<file path="config.mk">
export PLATFORM = sky130hd
export DESIGN_NAME = kpn_queue_arbiter
export DESIGN_NICKNAME = d
export VERILOG_FILES = /design/src/rtl/kpn_queue_arbiter.sv
export SDC_FILE = /design/constraint.sdc
export NUM_CORES = 1
export LEC_CHECK = 0
export CORE_ASPECT_RATIO = 1.4
export CORE_UTILIZATION = 45
export DETAILED_ROUTE_END_ITERATION = 12
export PLACE_DENSITY = 0.73
export SLEW_MARGIN = 30
export SYNTH_ARGS = -nofsm -noshare
export SYNTH_HDL_FRONTEND = slang
export SYNTH_SLANG_ARGS = --single-unit
</file>
<file path="constraint.sdc">
create_clock -name clk -period 8 [get_ports clk]
set_clock_uncertainty 0.2 [all_clocks]
set_input_delay 0.8 -clock clk [delete_from_list [all_inputs] [get_ports clk]]
set_output_delay 0.8 -clock clk [all_outputs]
set_load 0.01 [all_outputs]
</file>
<file path="src/rtl/kpn_queue_arbiter.sv">
// kpn_queue_arbiter
// Two producers share one FIFO token queue that feeds a single consumer.
// A round-robin arbiter picks at most one producer per cycle. Tokens
// therefore leave the queue in exactly the order they were granted.
//
// Ports
//   clk         single clock, rising edge
//   reset       asynchronous, active-high; discards all stored tokens
//   wr_req_a    producer A write request
//   data_a      producer A token
//   wr_req_b    producer B write request
//   data_b      producer B token
//   grant_a     combinational; A's token is written at the next edge
//   grant_b     combinational; B's token is written at the next edge
//   rd_req      consumer read request (blocking, no underflow)
//   data_out    registered token, holds its value between reads
//   data_valid  registered; high for one cycle per delivered token
//   full        count == 2**FIFO_ELEMENTS
//   empty       count == 0
//   count       number of stored tokens
module kpn_queue_arbiter #(
  parameter int BITS_NUMBER   = 16,
  parameter int FIFO_ELEMENTS = 5
) (
  input  logic                     clk,
  input  logic                     reset,
  input  logic                     wr_req_a,
  input  logic [BITS_NUMBER-1:0]   data_a,
  input  logic                     wr_req_b,
  input  logic [BITS_NUMBER-1:0]   data_b,
  output logic                     grant_a,
  output logic                     grant_b,
  input  logic                     rd_req,
  output logic [BITS_NUMBER-1:0]   data_out,
  output logic                     data_valid,
  output logic                     full,
  output logic                     empty,
  output logic [FIFO_ELEMENTS:0]   count
);

  localparam int DEPTH = 2 ** FIFO_ELEMENTS;
  localparam logic [FIFO_ELEMENTS:0]   CNT_ONE   = {{FIFO_ELEMENTS{1'b0}}, 1'b1};
  localparam logic [FIFO_ELEMENTS:0]   DEPTH_CNT = {1'b1, {FIFO_ELEMENTS{1'b0}}};
  localparam logic [FIFO_ELEMENTS-1:0] PTR_ONE   = {{(FIFO_ELEMENTS-1){1'b0}}, 1'b1};

  logic [BITS_NUMBER-1:0]   mem [DEPTH];
  logic [FIFO_ELEMENTS-1:0] wr_ptr;
  logic [FIFO_ELEMENTS-1:0] rd_ptr;
  logic                     prio_b;   // 0: A wins a tie, 1: B wins a tie
  logic                     wr_en;
  logic                     rd_en;
  logic [BITS_NUMBER-1:0]   wr_data;

  // full/empty come from the registered count, so a same-cycle read never
  // frees a slot for a write and a same-cycle write never bypasses to a read.
  assign full  = (count == DEPTH_CNT);
  assign empty = (count == '0);

  // Grants are also forced low while reset is held.
  always_comb begin
    grant_a = 1'b0;
    grant_b = 1'b0;
    if (!reset && !full) begin
      if (wr_req_a && wr_req_b) begin
        grant_a = !prio_b;
        grant_b = prio_b;
      end else begin
        grant_a = wr_req_a;
        grant_b = wr_req_b;
      end
    end
  end

  assign wr_en   = grant_a | grant_b;
  assign rd_en   = rd_req & ~empty;
  assign wr_data = grant_b ? data_b : data_a;

  always_ff @(posedge clk or posedge reset) begin
    if (reset) begin
      wr_ptr     <= '0;
      rd_ptr     <= '0;
      count      <= '0;
      prio_b     <= 1'b0;
      data_out   <= '0;
      data_valid <= 1'b0;
    end else begin
      data_valid <= rd_en;
      if (rd_en) begin
        data_out <= mem[rd_ptr];
        rd_ptr   <= rd_ptr + PTR_ONE;
      end
      if (wr_en) begin
        wr_ptr <= wr_ptr + PTR_ONE;
      end
      // Whoever was just served loses the next tie.
      if (grant_a) begin
        prio_b <= 1'b1;
      end else if (grant_b) begin
        prio_b <= 1'b0;
      end
      case ({wr_en, rd_en})
        2'b10:   count <= count + CNT_ONE;
        2'b01:   count <= count - CNT_ONE;
        default: count <= count;
      endcase
    end
  end

  // Storage is not reset; empty=1 after reset keeps stale entries unreadable.
  always_ff @(posedge clk) begin
    if (wr_en) begin
      mem[wr_ptr] <= wr_data;
    end
  end

endmodule

</file>
== Yosys cells after proc, flatten, opt, wreduce, memory -nomap -nowiden ==
Memories as Yosys holds them, arrays and structs flattened. A register that Yosys moved wholly into a read port is not among the register bits.
Cells that the tools add are included.

* Register bits after elaboration: 18
* Bits in writable memories: 512
* Input port bits: 37
* Output and inout bits: 27
* Word-level logic and storage cells: 34
* Memories: 1

{| class="wikitable"
|+ Memories
! name !! depth !! bits a word !! read ports !! clocked after memory_dff !! wr ports !! RTL line !! source
|-
| mem || 32 || 16 || 1 || 1 || 1 || 46 || <nowiki>logic [BITS_NUMBER-1:0] mem [DEPTH];</nowiki>
|}

* Add/subtract/negate cells: 4
* Equal/unequal tests: 3
* Mux-type cells: 10
* Bitwise gates (word level): 3
* Reductions and logical operators: 8

{| class="wikitable"
|+ Operators with widths
! kind !! count
|-
| 16-bit 2-to-1 mux || 1
|-
| 6-bit one-hot mux with 2 select lines || 1
|-
| 5-bit by 1-bit adder with 5-bit output, second input constant || 2
|-
| 1-bit 2-to-1 mux || 8
|-
| 6-bit by 1-bit adder with 6-bit output, second input constant || 1
|-
| 6-bit == test, second input constant || 1
|-
| 6-bit zero test || 1
|-
| 6-bit by 1-bit subtractor with 6-bit output, second input constant || 1
|-
| 2-bit nonzero test || 2
|-
| 1-bit zero test || 3
|-
| 2-bit by 1-bit == test with 1-bit output, second input constant || 1
|-
| 2-bit == test, second input constant || 1
|-
| 1-bit logical AND || 2
|-
| 1-bit AND || 1
|-
| 1-bit inverter || 1
|-
| 1-bit OR || 1
|}

== Logic depth before layout (Yosys ltp) ==
Gate-level depths: netlist (run 1).

* Depth after elaboration: 7
* Gate-level depth with buffers: 13
* Gate-level depth less buffers: 12

== Worst setup path after synthesis (run 1) ==
No wires, ideal clock.

* Kind: register -> register
* Start: register count[0]
* End: register count[5]
* Setup time: 0.130 ns
* Arrival time: 2.969 ns
* Required time: 7.670 ns
* Setup slack: 4.701 ns
* Stages on the path, launching flop included: 13
* Path buffers: 1
* Clock period less this slack: 3.299 ns
* Path through: dfrtp_1 nor4_1 nor3b_1 nand2b_1 buf_2 inv_1 ha_1 ha_1 a21o_1 a21oi_1 nand4b_1 nand4_1 xor2_1

* Elaborated cells between the ends (all ways): 15
* Those cells by class: 2 x add/sub; 3 x eq/ne; 3 x mux; 3 x bitwise; 4 x reduce/logical

{| class="wikitable"
|+ RTL lines
! element !! RTL line !! source
|-
| from (decl) || 38 || <nowiki>output logic [FIFO_ELEMENTS:0] count</nowiki>
|-
| from (signal assigned) || 102 || <nowiki>2'b10: count <= count + CNT_ONE;</nowiki>
|-
| from (signal assigned) || 103 || <nowiki>2'b01: count <= count - CNT_ONE;</nowiki>
|-
| from (signal assigned) || 104 || <nowiki>default: count <= count;</nowiki>
|-
| 6-bit zero test * || 57 || <nowiki>assign empty = (count == '0);</nowiki>
|-
| via empty || 37 || <nowiki>output logic empty,</nowiki>
|-
| 1-bit inverter * || 75 || <nowiki>assign rd_en = rd_req & ~empty;</nowiki>
|-
| 1-bit AND * || 75 ||
|-
| via rd_en || 51 || <nowiki>logic rd_en;</nowiki>
|-
| 2-bit by 1-bit == test with 1-bit output / 2-bit == test (equally long branches) || 101 || <nowiki>case ({wr_en, rd_en})</nowiki>
|-
| 6-bit one-hot mux with 2 select lines / 2-bit nonzero test (equally long branches) || - ||
|}

Mark *: on every way through the listed nets, which the timed path passes. The rest lies on a longest branch.
A chain may end at the register's enable or synchronous reset.

== Final worst setup path (run 1) ==
* Start: register count[0]
* End: register count[5]

* Elaborated cells between the ends (all ways): 15
* Those cells by class: 2 x add/sub; 3 x eq/ne; 3 x mux; 3 x bitwise; 4 x reduce/logical

{| class="wikitable"
|+ RTL lines
! element !! RTL line
|-
| 6-bit zero test * || 57
|-
| 1-bit inverter * || 75
|-
| 1-bit AND * || 75
|-
| via rd_en || 51
|-
| 2-bit by 1-bit == test with 1-bit output / 2-bit == test (equally long branches) || 101
|-
| 6-bit one-hot mux with 2 select lines / 2-bit nonzero test (equally long branches) || -
|}

Marks and branches as above.

==> results of run 1 <==
## area by class of cell
type,count,area [µm²]
clock buffers,61,1360
clock inverters,29,270
repair buffers,108,985
inverters,12,45.0
well taps,624,781
flip-flops and latches,546,16200
multi-input cells,426,4900
fillers,3626,22500
## through the flow
stage	instances	cell area [µm²]	power, mW	utilization, %	worst slack, ns
2_1_floorplan	1041	21500	5.20	-	4.70
3_3_place_gp	1715	22900	5.87	48.7	3.91
3_5_place_dp	1715	22900	5.93	48.7	4.05
4_1_cts	1805	24600	8.27	52.2	4.21
5_1_grt	1806	24600	8.52	52.3	4.02
6_report	1806	24600	8.24	52.3	4.22
## path summary, 6_finish.rpt
path                                  startpoint                     to  slack (ns)  depth (start not counted)
max in group asynchronous                  reset  rd_ptr[2]$_DFFE_PP0P_        6.57                          3
setup / recovery            count[0]$_DFFE_PP0P_   count[5]$_DFFE_PP0P_        4.22                         12
min in group asynchronous                  reset     prio_b$_DFFE_PP0P_        0.62                          3
hold / removal             rd_ptr[4]$_DFFE_PP0P_  rd_ptr[4]$_DFFE_PP0P_        0.27                          1
hold reg to reg            rd_ptr[4]$_DFFE_PP0P_  rd_ptr[4]$_DFFE_PP0P_        0.27                          1
setup reg to reg            count[0]$_DFFE_PP0P_   count[5]$_DFFE_PP0P_        4.22                         12
## critical path, cell delays in order (launching register included)
cell	delay, ns
dfrtp_1	0.43
nor4_1	0.52
nor3b_1	0.30
nand2b_1	0.14
buf_4	0.37
inv_1	0.20
ha_1	0.32
ha_1	0.31
a21o_1	0.18
a21oi_1	0.27
nand4b_1	0.16
nand4_1	0.10
xor2_1	0.15
## layout by cell type, fill, tap and decap left out, types with 3 or more instances in the layout
cell type        Yosys  routed
inv_1               12      12
dfrtp_4              0       3
clkdlybuf4s50_1      0      63
mux2_1               8       7
ha_1                10      10
xor2_1               3       3
clkinvlp_4           0       3
o21ai_0              8       8
o2111a_1            15      15
o31ai_1             17      17
xnor2_1              9       9
clkbuf_8             0       7
clkinv_1             0       6
mux4_2             112     112
clkbuf_16            0      50
nor3_1               3       3
a221oi_1            15      15
dfrtp_1             34      30
edfxtp_1           512     512
bufinv_16            0       4
nand2_1             48      48
nor2_2               0       3
mux2_2              24      25
nand3b_1             4       4
clkbuf_1            22       4
clkinv_2             0      12
nor2_1              51      47
buf_4                5      43
mux2i_1             47      47
a21oi_1              3       3
o22ai_1             15      15
nand4_1              4       4
## metal layers
layer / vias up / wire (µm)
met2: 385 / 25600
met3: 89 / 2410
met1: 5581 / 17900
met4: 0 / 1620
met5: - / 0
li1: 4481 / -
## registers in the layout (all words and copies together) (netlist names)
register    count
mem           512
data_out       16
count           6
rd_ptr          5
wr_ptr          5
data_valid      1
prio_b          1
## power groups by stage
| stage | clock [mW] | combinational [mW] | sequential (mW) |
|---|---|---|---|
| floorplan | 0 | 1.67 | 3.53 |
| finish | 2.36 | 2.24 | 3.64 |
| global placement | 0 | 2.18 | 3.69 |
| global route | 2.48 | 2.37 | 3.67 |
| CTS | 2.38 | 2.24 | 3.64 |
| detailed placement | 0 | 2.23 | 3.70 |
## cell families (layout without fill, tap and decap cells)
group,after synthesis,in the layout,synth area share (%)
and+or+nand+nor,129,129,2.75
muxes,191,191,15.6
buffers and inverters,69,210,1.84
AOI/OAI and AO/OA,83,83,3.18
DFF,546,546,75.5
xor gates and xnor gates,12,12,0.489
adders and majority gates,11,11,0.675
==> results.txt, run 1 <==
----------------------------------------------------
[Clock network]
  Number of post-CTS setup repair buffers ... 0
  Cts-stage hold buffer count ... 0
  Maximum clock path buffer count ... 3
  Clock transition at the register clock pins on the worst setup and hold paths after CTS ... 0.06 ns
  Insertion delay of the later-clocked pin in the worst-skew pair ... 0.57 ns
  Clock net sink count ... 546
  TritonCTS clock tree ... yes
  Cts bufs inserted ... 48
  Master cell of the clock root buffer ... clkbuf_16
  Htree depth ... 2
  Number of instances resized during post-cts repair ... 0

[Global routing]
  Global-route wire length before repair ... 70300 µm
  Vias in the first global route ... roughly 11000
  Met2 capacity usage during global routing ... a little over a third
  Total gr overflow ... 0
  Antenna violations before repair ... 0
  Routing usage on met1 ... 24.0%
  All-Layer GR Usage ... 19.8%
  Grt met3 use ... 2.31%
  Pin count of the biggest net entering global routing ... 65
  Most Used Layer, Global Route ... met2

[Timing]
  Post-Route Hold Slack ... 0.274 ns
  Minimum clock period after layout ... between 3 and 4 ns
  Final-report max-slew violation count ... 0
  # setup viols final ... 0
  Endpoints failing hold ... 0
  Setup TNS ... 0 ns
  Achievable clock frequency ... 264 MHz
  Slew Limit Headroom ... 34.3%
  Share of the clock period used by the worst path ... 47.3%
  RSZ-0062 raised after global routing ... false
  Transition time at the pin with the least slew margin ... 0.985 ns

[Yosys]
  Top post-synthesis cells by count ... 512 x edfxtp_1, 112 x mux4_2, 51 x nor2_1, 48 x nand2_1, 47 x mux2i_1
  Top cells by area in the synthesized netlist ... edfxtp_1 72%, mux4_2 12%, dfrtp_1 4.0%
  Area share of the largest cell type after synthesis ... 71.5%
  Combined area of all synthesized cells ... 0.0215 mm²
  Sequential element share of the synthesized area ... 75.5%
  Number of enable flip-flop cells after synthesis ... 512
  Synth Net Count ... 1089
  Most instantiated flip-flop cell in the synthesis netlist ... edfxtp_1
  Area leader, netlist ... edfxtp_1
  Distinct cells, synth ... 54
  Number of instances in the synthesized netlist ... 1041
  Synthesis warning total ... 0
  Number of synthesized register bits ... between 500 and 600
  Dominant cell by count in the synthesized netlist ... edfxtp_1
  FFs w/ async S/R, synth ... under 10%
  Syn_area_per_cell ... 20.7 µm²

[Power]
  Net switching power ... 2.46 mW
  Peak supply drop ... 0.166 mV
  Leakage power of the design ... 7.94 nW
  Areal power density over the cells ... between 300 and 400 mW/mm²
  Internal Power ... approximately 5.8 mW
  Relative contribution of the clock network to total power ... between 20% and 30%
  Net switching fraction of the power ... 29.8%
  Proportion of power drawn by flip-flops and latches ... between 40% and 50%
  Share of total power in combinational logic ... 27.2%

[Setup path]
  Worst endpoint data arrival time ... 4.03 ns
  Crit path required time ... 8.24 ns
  Critical path peak fanout ... 35
  Setup crit start kind ... flip-flop
  Kind of end point of the critical path ... flip-flop
  Path type of the worst setup path ... reg2reg

[Drt]
  Violation count after the first detailed-routing iteration ... 1150
  First-pass DRT Iterations ... 5
  Total number of vias ... 10500
  Vias per inst ... 5.83
  DRC violations left ... 0
  Mean routed wirelength per cell ... 26.3 µm
  DRT antenna net count ... 0
  DRT Wirelength ... 47500 µm

[Floorplanning]
  Overall die area ... 0.0487 mm²
  Standard-cell rows ... 94
  Starting density of the core ... 45.7%
  Core region area ... between 0.04 and 0.05 mm²
  I/O pin count ... 64
  Die Y ... 261 µm
  Die Wd ... approximately 190 µm

[Placed design]
  Final weighted congestion in routability-driven placement ... between 0.7 and 0.8
  Quantity of I/O buffers inserted on ports ... 63
  Half-perimeter wire length after placement ... about 28000 µm

[Cells and area]
  Net count reported at finish ... 1190
  Area overhead of the layout relative to synthesis ... 14.3%
  Fraction of final layout cells with drive strength greater than 1 ... 23.6%
  Antenna diodes ... 0

[Flow run]
  Max-Cap Viols ... 0

[Worst hold path]
  Worst hold path class ... reg2reg

[Status]
  Outcome ... finished, final reports clean

----------------------------------------------------
(Power assumes the default switching activity.)
==> run 2: changes to the inputs <==
--- a/config.mk
+++ b/config.mk
@@ -8,7 +8,7 @@
 export CORE_ASPECT_RATIO = 1.4
 export CORE_UTILIZATION = 45
 export DETAILED_ROUTE_END_ITERATION = 12
-export PLACE_DENSITY = 0.73
+export PLACE_DENSITY = 0.76
 export SLEW_MARGIN = 30
 export SYNTH_ARGS = -nofsm -noshare
 export SYNTH_HDL_FRONTEND = slang
==> constraint.sdc (replaced) <==
create_clock -name clk -period 3.41 [get_ports clk]
set_clock_uncertainty 0.2 [all_clocks]
set_input_delay 0.341 -clock clk [delete_from_list [all_inputs] [get_ports clk]]
set_output_delay 0.341 -clock clk [all_outputs]
set_load 0.01 [all_outputs]
==> results.txt, run 2 (synthesized netlist as in run 1, its figures left out) <==
----------------------------------------------------
[Cells and area]
  Most frequent standard cell in the layout excluding fill and tap cells ... edfxtp_1
  Highest-count cells in the layout ignoring fill and taps ... 512 x edfxtp_1, 112 x mux4_2, 70 x buf_4
  Area overhead of the layout relative to synthesis ... 14.9%
  Leading registers by flop count ... mem x512, data_out x16, count x6
  Most flop-heavy register ... mem
  Antenna diodes ... 0
  Fraction of final layout cells with drive strength greater than 1 ... 24.6%
  Utilization after layout ... 52.5%
  Net count reported at finish ... 1217
  Number of flip-flops in the largest register ... 512

[Setup path]
  Cell-by-cell listing of the critical path ... nor4_2 -> buf_4 -> and3_4 -> a2111oi_4 -> buf_4 -> clkdlybuf4s50_1
  Kind of end point of the critical path ... output pin
  Library cell contributing the largest single delay on the critical path ... clkdlybuf4s50_1
  Path type of the worst setup path ... reg2out
  Crit path required time ... between 2 and 3 ns
  Worst endpoint data arrival time ... 2.77 ns
  Critical path peak fanout ... 7
  Cell repeated most along the worst path ... buf_4
  Slowest stage delay, CP ... around 0.56 ns
  Dominant delay contributor by cell family on the critical path ... buffers and inverters
  Setup crit start kind ... flip-flop
  Critical path buffer and inverter count ... 3

[Power]
  Share of total power in combinational logic ... 28.2%
  Peak supply drop ... 0.372 mV
  Internal Power ... 13.6 mW
  Proportion of power drawn by flip-flops and latches ... 43.6%
  Net switching fraction of the power ... approximately 29%
  Areal power density over the cells ... 778 mW/mm²
  Relative contribution of the clock network to total power ... 28.1%
  Net switching power ... ~5.6 mW
  Leakage power of the design ... 8.03 nW

[Global routing]
  Total gr overflow ... 0
  Pin count of the biggest net entering global routing ... between 60 and 70
  Antenna violations before repair ... 0
  Global-route wire length before repair ... 69900 µm
  All-Layer GR Usage ... 19.6%
  Vias in the first global route ... 11000

[Clock network]
  Maximum clock path buffer count ... 3
  Clock transition at the register clock pins on the worst setup and hold paths after CTS ... 0.07 ns
  Master cell of the clock root buffer ... clkbuf_16
  Cts bufs inserted ... between 40 and 50
  Htree depth ... 2
  Number of post-CTS setup repair buffers ... 0
  TritonCTS clock tree ... yes
  Clock net sink count ... roughly 550
  Insertion delay of the later-clocked pin in the worst-skew pair ... 0.58 ns

[Flow run]
  Max-Cap Viols ... 0

[Floorplanning]
  Core region area ... 0.0470 mm²
  Overall die area ... 0.0487 mm²
  I/O pin count ... 64
  Die Y ... 261 µm
  Starting density of the core ... about 46%
  Standard-cell rows ... between 90 and 100
  Die Wd ... about 190 µm

[Timing]
  # setup viols final ... 0
  Minimum clock period after layout ... 3.31 ns
  Final critical-path setup slack ... just under 0.1 ns
  Share of the clock period used by the worst path ... a little over nine tenths
  Achievable clock frequency ... 302 MHz
  Final-report max-slew violation count ... 0
  Slew Limit Headroom ... between 40% and 50%
  Endpoints failing hold ... 0
  Transition time at the pin with the least slew margin ... between 0.8 and 0.9 ns

[Worst hold path]
  Worst hold path class ... in2reg

[Status]
  Outcome ... finished, final reports clean

[Drt]
  DRC violations left ... 0
  Violation count after the first detailed-routing iteration ... around 1000
  DRT antenna net count ... 0
  Mean routed wirelength per cell ... 25.5 µm
  First-pass DRT Iterations ... 5
  Vias per inst ... 5.78
  DRT Wirelength ... 46500 µm
  Total number of vias ... approximately 11000

[Placed design]
  Half-perimeter wire length after placement ... 28000 µm
  Quantity of I/O buffers inserted on ports ... 63
  Post-placement setup slack ... 0.264 ns
  Final weighted congestion in routability-driven placement ... about 0.77

----------------------------------------------------
## run 2: worst min-delay path, stage by stage
cell and delay (ns):
clkdlybuf4s50_1 0.41, nand2b_1 0.09, inv_1 0.11
## run 2: layout make-up
| cell class | instances | area [µm²] |
|---|---|---|
| fillers | 3576 | 22300 |
| flip-flops and latches | 546 | 16200 |
| multi-input cells | 426 | 4910 |
| clock buffers | 63 | 1310 |
| repair buffers | 135 | 1190 |
| well taps | 624 | 781 |
| clock inverters | 21 | 250 |
| inverters | 12 | 45.0 |
## run 2: repair_timing
action / CTS / global route
hold buffers: 1 / 0
endpoints found under the hold margin: 2 / 0
resized for setup: 0 / 1
endpoints found under the setup margin: 0 / 2
## run 2: path summary, 6_finish.rpt
path,slack (ns),startpoint,depth (start not counted),to
max,0.1,count[0]$_DFFE_PP0P_,6,grant_b
max in group asynchronous,1.80,reset,4,rd_ptr[0]$_DFFE_PP0P_
min in group asynchronous,0.46,reset,3,prio_b$_DFFE_PP0P_
min reg2reg,0.28,data_out[1]$_DFFE_PP0P_,2,data_out[1]$_DFFE_PP0P_
max reg2reg,0.29,count[0]$_DFFE_PP0P_,11,count[5]$_DFFE_PP0P_
min,0.25,rd_req,3,data_valid$_DFF_PP0_
## run 2: power by group through the flow
stage | Sequential (mW) | Combinational, mW | Clock (mW)
3_5_place_dp | 8.52 | 5.45 | 0
5_1_grt | 8.44 | 5.78 | 5.69
2_1_floorplan | 8.28 | 3.91 | 0
6_report | 8.39 | 5.43 | 5.41
3_3_place_gp | 8.49 | 5.34 | 0
4_1_cts | 8.38 | 5.49 | 5.49
## run 2: metrics by stage
stage | TNS, ns | instance area [µm²] | hold WS (ns) | instances | power (mW)
finish | 0 | 24700 | 0.247 | 1827 | 19.2
global route | -0.00298 | 24700 | 0.280 | 1827 | 19.9
CTS | 0 | 24700 | 0.233 | 1827 | 19.4
global placement | 0 | 23100 | 0.269 | 1742 | 13.8
floorplan | 0 | 21500 | 0.283 | 1041 | 12.2
detailed placement | 0 | 23100 | 0.279 | 1742 | 14.0
## run 2: routing by layer
metal | part of all wire (%) | routed length [µm] | track usage, % | up-vias
met4 | 3.1 | 1440 | 7.17 | 0
met5 | 0 | 0 | 0 | -
li1 | - | - | - | 4525
met2 | 54 | 25300 | 36.4 | 405
met1 | 37 | 17100 | 23.3 | 5557
met3 | 5.7 | 2640 | 2.17 | 81
